<file path="src/rtl/vmem_uart_dump.sv">
// Debug dumper: walks a window of data memory through the read-only video port
// and streams each word LSB-byte-first over an 8N1 UART transmit line.
module vmem_uart_dump #(
  parameter int unsigned CLKS_PER_BIT = 16,
  parameter int unsigned WORDS        = 32,
  parameter logic [8:0]  BASE_ADDR    = 9'h000
) (
  input  logic        clk,
  input  logic        reset,
  input  logic        start,
  output logic [8:0]  vaddr,
  input  logic [31:0] vdata,
  output logic        tx,
  output logic        busy,
  output logic        done
);

  typedef enum logic [2:0] {IDLE, LOAD, START, DATA, STOP, FIN} state_t;

  localparam logic [15:0] LAST_TICK = 16'(CLKS_PER_BIT - 1);
  localparam logic [6:0]  LAST_WORD = 7'(WORDS - 1);

  state_t      state;
  logic [15:0] tick;
  logic [2:0]  bit_idx;
  logic [1:0]  byte_cnt;
  logic [6:0]  word_cnt;
  logic [31:0] shreg;

  logic       bit_end;
  logic [2:0] next_bit_idx;

  assign bit_end      = (tick == LAST_TICK);
  assign next_bit_idx = bit_idx + 3'd1;

  // NOTE: every register in this block is assigned with <= so all updates land
  // together at the edge; a blocking = here would let later statements see
  // half-updated state and break the bit timing.
  always_ff @(posedge clk) begin
    if (reset) begin
      state    <= IDLE;
      tick     <= '0;
      bit_idx  <= '0;
      byte_cnt <= '0;
      word_cnt <= '0;
      shreg    <= '0;
      vaddr    <= BASE_ADDR;
      tx       <= 1'b1;
      busy     <= 1'b0;
      done     <= 1'b0;
    end else begin
      done <= 1'b0;
      case (state)
        IDLE: begin
          tx    <= 1'b1;
          vaddr <= BASE_ADDR;
          tick  <= '0;
          if (start) begin
            state    <= LOAD;
            busy     <= 1'b1;
            word_cnt <= '0;
          end
        end

        // The word is snapshotted here, so later memory writes cannot corrupt
        // the bytes still being shifted out.
        LOAD: begin
          shreg    <= vdata;
          byte_cnt <= '0;
          tick     <= '0;
          tx       <= 1'b0;
          state    <= START;
        end

        START: begin
          if (bit_end) begin
            tick    <= '0;
            bit_idx <= '0;
            tx      <= shreg[0];
            state   <= DATA;
          end else begin
            tick <= tick + 16'd1;
          end
        end

        DATA: begin
          if (bit_end) begin
            tick <= '0;
            if (bit_idx == 3'd7) begin
              tx    <= 1'b1;
              state <= STOP;
            end else begin
              bit_idx <= next_bit_idx;
              tx      <= shreg[next_bit_idx];
            end
          end else begin
            tick <= tick + 16'd1;
          end
        end

        STOP: begin
          if (bit_end) begin
            tick     <= '0;
            shreg    <= shreg >> 8;
            byte_cnt <= byte_cnt + 2'd1;
            if (byte_cnt != 2'd3) begin
              tx    <= 1'b0;
              state <= START;
            end else if (word_cnt < LAST_WORD) begin
              // 9-bit add wraps past 511 back to 0 by design.
              vaddr    <= vaddr + 9'd4;
              word_cnt <= word_cnt + 7'd1;
              state    <= LOAD;
            end else begin
              state <= FIN;
            end
          end else begin
            tick <= tick + 16'd1;
          end
        end

        FIN: begin
          done  <= 1'b1;
          busy  <= 1'b0;
          vaddr <= BASE_ADDR;
          state <= IDLE;
        end

        default: state <= IDLE;
      endcase
    end
  end

endmodule

</file>
<file path="config.mk">
export PLATFORM = sky130hd
export DESIGN_NAME = vmem_uart_dump
export DESIGN_NICKNAME = d
export VERILOG_FILES = /design/src/rtl/vmem_uart_dump.sv
export SDC_FILE = /design/constraint.sdc
export NUM_CORES = 1
export LEC_CHECK = 0
export ABC_AREA = 1
export CORE_MARGIN = 2
export CORE_UTILIZATION = 55
export DETAILED_ROUTE_END_ITERATION = 6
export PLACE_DENSITY_LB_ADDON = 0.12
export RECOVER_POWER = 100
export SYNTH_ARGS = -nofsm -noshare
export SYNTH_HDL_FRONTEND = slang
export SYNTH_SLANG_ARGS = --single-unit
</file>
<file path="constraint.sdc">
create_clock -name clk -period 1.7 [get_ports clk]
set_input_delay 0.34 -clock clk [delete_from_list [all_inputs] [get_ports clk]]
set_output_delay 0.34 -clock clk [all_outputs]
set_load 0.05 [all_outputs]
</file>
# Word level (Yosys, flattened, before mapping)
# Index checks and enable logic that the tools add are counted.
# W data, S select, Z words.
# totals
reg_bits,75
latch_bits,0
ramBits,0
rom_bits,0
in_bits,35
output_inout_bits,12
elab_cells,90
mem_count,0
# op_classes
add_sub_neg,5
mul,0
div_mod_pow,0
order_cmp,2
n_eq_ne,17
shift,0
muxes,38
bitwise_logic,0
reduce_logical,18
# ops
operator,n
$pmux W32 S2,1
$mux W32,1
$pmux W16 S2,1
$mux W3,10
$mux W7,4
$mux W9,3
$ne A2 B2 Y1 const B,10
$pmux W9 S2,1
$add A16 B1 Y16 const B,1
$eq A16 B4 Y1 const B,1
$mux W16,1
$pmux W3 S5,1
$reduce_and A5 Y1,3
$pmux W7 S2,1
$reduce_bool A2 Y1,6
$add A9 B3 Y9 const B,1
$eq A3 B3 Y1 const B,3
$mux W1,8
$reduce_and A4 Y1,2
$add A7 B1 Y7 const B,1
$lt A7 B5 Y1 const B,1
$eq A3 B2 Y1 const B,2
$lt A3 B6 Y1 const B,1
$pmux W3 S2,1
other kinds (13),15

# Depth between registers and ports, before layout
# logic_depth
depth_word,6
ltp_mapped,11
depth_no_buf,11

# Least setup slack after synthesis
# OpenSTA, ideal clock, no wires.
# synth_path
path_kind,register to register
from,reg vaddr[3]
to,reg vaddr[8]
setup_ps,132
arrival_time_ps,1473
required_ps,1568
path_slack_ps,95
path_stages_with_launch,8
path_buffers,0
synth_period_minus_slack_ps,1605
cell_sequence,dfxtp_1 ha_1 nand3_1 nand3b_1 nand2_1 inv_1 nand3_1 a21oi_1
# synth_between
elab_chain_cells,5
# synth_rtl
element,line,text
from (decl),11,"output logic [8:0] vaddr,"
from (signal assigned),111,vaddr <= vaddr + 9'd4;
$add A9 B3 Y9,111,
$mux W9,109,end else if (word_cnt < LAST_WORD) begin
$mux W9,106,if (byte_cnt != 2'd3) begin
$mux W9,102,if (bit_end) begin
$pmux W9 S2,53,case (state)
# Every way passes these cells. The select of a mux whose other input is x is not followed.
# A chain may end at the register's enable or synchronous reset.

# Worst setup path after layout
# layout_path
from,reg state[2]
to,reg vaddr[6]
# layout_between
elab_chain_cells,4
word_cells_on_any_way,10
classes_between,eq/ne (5); mux (1); reduce/logical (4)
# layout_rtl
element,line,text
from (decl),23,state_t state;
from (signal assigned),41,state <= IDLE;
from (signal assigned),59,state <= LOAD;
from (signal assigned),72,state <= START;
$eq A3 B3 Y1 / $logic_not A3 Y1 (equally long branches),53,
$reduce_or A2 Y1 (no line),n/a,
$reduce_bool A2 Y1 (no line),n/a,
$reduce_and A4 Y1 (no line),n/a,
# Parallel ways exist; a longest one is shown, timed or not.

==> implementation parameters <==
Parameter                              Value

Power
  VDD IR-drop max    approximately 740 uV
  Total power    5.241 mW
  Static Leak    roughly 2 nW
  Cell Pwr Density    ~1200 mW/mm2

Critical path
  WP data required    1970 ps
  Setup crit start kind    flop
  Startpoint-to-endpoint class of the critical path    flop to flop
  Launch instance of the worst register-to-register path    state[2]
  CP Max Fanout    12
  Data arrival time at the worst-slack endpoint    about 1800 ps
  Launching element of the worst setup path    state[2]
  Category of the worst setup path capture point    flop

Timing
  F_max    roughly 0.65 GHz
  TNS Setup    0 ps
  Number of hold violations in the final report    0
  Min Tclk post-route    approximately 1500 ps
  Min setup slack post-route    170.1 ps
  Actual slew at the worst max-slew pin    about 600 ps
  Final-report setup violation count    0
  Max-slew violation count    0
  Unrepaired setup endpoints after global routing    false
  Final Cycle Share    between 80% and 90%
  Worst-case clock skew    ~12 ps
  Rel. slew slack    around three fifths

Logic synthesis
  Most numerous cell in the Yosys netlist    sky130_fd_sc_hd__nand2_1
  Portion of the post-synthesis area used by sequential elements    a little under two fifths
  Primary flip-flop cell chosen by synthesis mapping    sky130_fd_sc_hd__dfxtp_1
  Number of synthesized flops with an enable pin    0
  Cell taking the most area after synthesis    sky130_fd_sc_hd__dfxtp_1
  Synth Instances    ~580
  Cell area after technology mapping    roughly 0.0038 mm2
  Per-instance average area after synthesis    6.526 um2
  Biggest area contributors in the synthesized netlist    sky130_fd_sc_hd__dfxtp_1, sky130_fd_sc_hd__nand2_1, sky130_fd_sc_hd__nor2_1
  Fraction of synthesis flops using an asynchronous set or reset pin    0%
  Number of warning messages in the yosys log    0
  Commonest cells in the netlist    sky130_fd_sc_hd__nand2_1, sky130_fd_sc_hd__nor2_1, sky130_fd_sc_hd__dfxtp_1, sky130_fd_sc_hd__inv_1, sky130_fd_sc_hd__nand3_1
  Top-area cell type share of the netlist area    between 30% and 40%
  Post-synthesis sequential element count    between 70 and 80
  Number of distinct library cells after synthesis    33

Placed design
  PortBufs    44
  Post-Place Worst Slack    7.663 ps
  Placed cell area    0.004355 mm2
  Post-detail-place hpwl    about 6100 um
  Final weighted congestion of routability-driven global placement    a little over 0.9

Floorplanning
  Die outline width    about 87 um
  Die area    0.007611 mm2
  Core ar.    slightly below 0.007 mm2
  Number of core rows    30
  Initial cell density of the core    a little under three fifths
  Total I/O pin count    47
  Chip height    87.24 um

Global route
  Wire length of the first global-routing pass    ~15000 um
  Number of antenna violations at the first check in global routing    0
  Overall track demand over capacity in global routing    between 20% and 30%
  GRT overflow    0
  Largest net degree at the start of global routing    35
  Vias in the first global route    between 3000 and 4000

Final layout
  Syn-to-layout area delta    19.57%
  Number of nets in the layout    around 670
  Fraction of final layout cells with drive strength greater than 1    a little under a tenth
  Sequential cell area in the final layout    0.001464 mm2
  Antenna diode count    0
  Post-Layout Inst Area    between 0.004 and 0.005 mm2
  Number of fill cells    about 650
  Multi-input gate area in the final layout    about 0.002 mm2

Worst hold path
  Min-delay src    word_cnt[5]
  Hold crit path type    flop to flop

Clock tree
  Root Buffer Master    sky130_fd_sc_hd__clkbuf_8
  Number of buffers added by the clock tree synthesis step    9
  Clock slew at reported path FFs    around 80 ps
  Worst-skew pair later-pin latency    350 ps
  TritonCTS sink count    73
  Count of hold-fix buffers inserted at cts    0
  Number of levels the H-tree was split into    3
  Clock tree from TritonCTS    done
  CTS Buffer Depth    2

Route
  Total iterations of the first detailed-routing run    5
  Length of routed wiring on met1    about 3800 um
  Highest routing layer actually used    met4
  Met3 WL post-DR    about 410 um
  Amount of wire on met2 after detailed routing    roughly 4200 um
  Detailed-route via count    about 3800
  Avg WL per Cell    between 10 and 15 um
  Detailed-route DRC error count    0
  Total routed wirelength    around 8500 um
  1st-iter DRT viols    slightly below 200
  Routed via count divided by cell count    between 5 and 6
  Final antenna-violating net count    0

Status
  Result of the run    completed

Flow run
  Number of violations of the max-capacitance limit    0
-- critical path: stages (launching register included) --
cell and delay (ps):
sky130_fd_sc_hd__dfxtp_1 430, sky130_fd_sc_hd__inv_1 130, sky130_fd_sc_hd__nand2_1 160, sky130_fd_sc_hd__inv_1 80, sky130_fd_sc_hd__nor2_2 350, sky130_fd_sc_hd__nand3_1 140, sky130_fd_sc_hd__a21oi_1 160
-- logic make-up (layout without fill, tap and decap cells) --
kind of cell / count (synthesis) / after routing / synth area share [%]
buffers and inverters: 73 / 125 / 9.127
adders and majority gates: 6 / 6 / 1.970
xor gates and xnor gates: 8 / 8 / 1.839
AOI/OAI and AO/OA: 81 / 81 / 11.03
DFF: 73 / 73 / 38.35
other: 1 / 2 / 0.09840
and+or+nand+nor: 342 / 342 / 37.59
-- layout make-up --
| type | count | share of cell area (%) |
|---|---|---|
| clock inverter | 7 | 2.252 |
| multi-input combinational | 439 | 44.51 |
| timing repair buffer | 61 | 12.14 |
| sequential | 73 | 32.13 |
| clock buffer | 9 | 2.718 |
| tap | 80 | 2.197 |
| inverter | 48 | 4.064 |
-- registers in the layout, summed over array words and instances, names as in the netlist --
| signal | count |
|---|---|
| done | 1 |
| shreg | 32 |
| vaddr | 7 |
| state | 3 |
| bit_idx | 3 |
| tx | 1 |
| word_cnt | 7 |
| tick | 16 |
| busy | 1 |
| byte_cnt | 2 |
-- metal layers --
layer / track usage [%] / vias up
met2: 43.39 / 91
li1: - / 1960
met1: 28.58 / 1699
met4: 8.392 / 0
met3: 5.687 / 9
met5: 0 / -
-- what timing repair did --
action / 4_1_cts / 5_1_grt
setup buffers: 0 / 0
resized for setup: 0 / 12
endpoints found under the setup margin: 0 / 34
-- cells in the final DEF (no fill, tap or decap), types with 9 or more instances in the layout --
cell and n:
sky130_fd_sc_hd__clkbuf_8 9, sky130_fd_sc_hd__o21ai_0 36, sky130_fd_sc_hd__a21oi_1 37, sky130_fd_sc_hd__clkdlybuf4s50_1 34, sky130_fd_sc_hd__nand4_1 11, sky130_fd_sc_hd__dfxtp_1 71
sky130_fd_sc_hd__nor2_1 101, sky130_fd_sc_hd__inv_1 44, sky130_fd_sc_hd__nand3_1 42, sky130_fd_sc_hd__buf_4 12, sky130_fd_sc_hd__nand2_1 160, sky130_fd_sc_hd__nor3_1 13
-- worst paths after layout --
path | end | slack (ps) | depth (start not counted)
worst min-delay path | word_cnt[5] | 430 | 2
worst max-delay path | vaddr[6] | 170 | 6
worst min register to register | word_cnt[5] | 430 | 2
worst max register to register | vaddr[6] | 170 | 6
-- power by group --
| group | switching [mW] | internal, mW | leakage (nW) |
|---|---|---|---|
| Combinational | 0.938 | 0.539 | 1.26 |
| Sequential | 0.185 | 2.05 | 0.596 |
| Clock | 0.696 | 0.838 | 0.110 |
| Total | 1.82 | 3.42 | 1.97 |
-- through the flow --
stage | instances | hold slack, ps | utilization, %
6_report | 717 | 432.7 | 67.44
5_1_grt | 717 | 468.9 | 67.44
4_1_cts | 717 | 435.1 | 67.81
3_5_place_dp | 701 | 423.1 | 64.46
3_3_place_gp | 701 | 417.9 | 64.46
2_1_floorplan | 585 | 408.7 | -
Power figures use the tool's default switching activity.
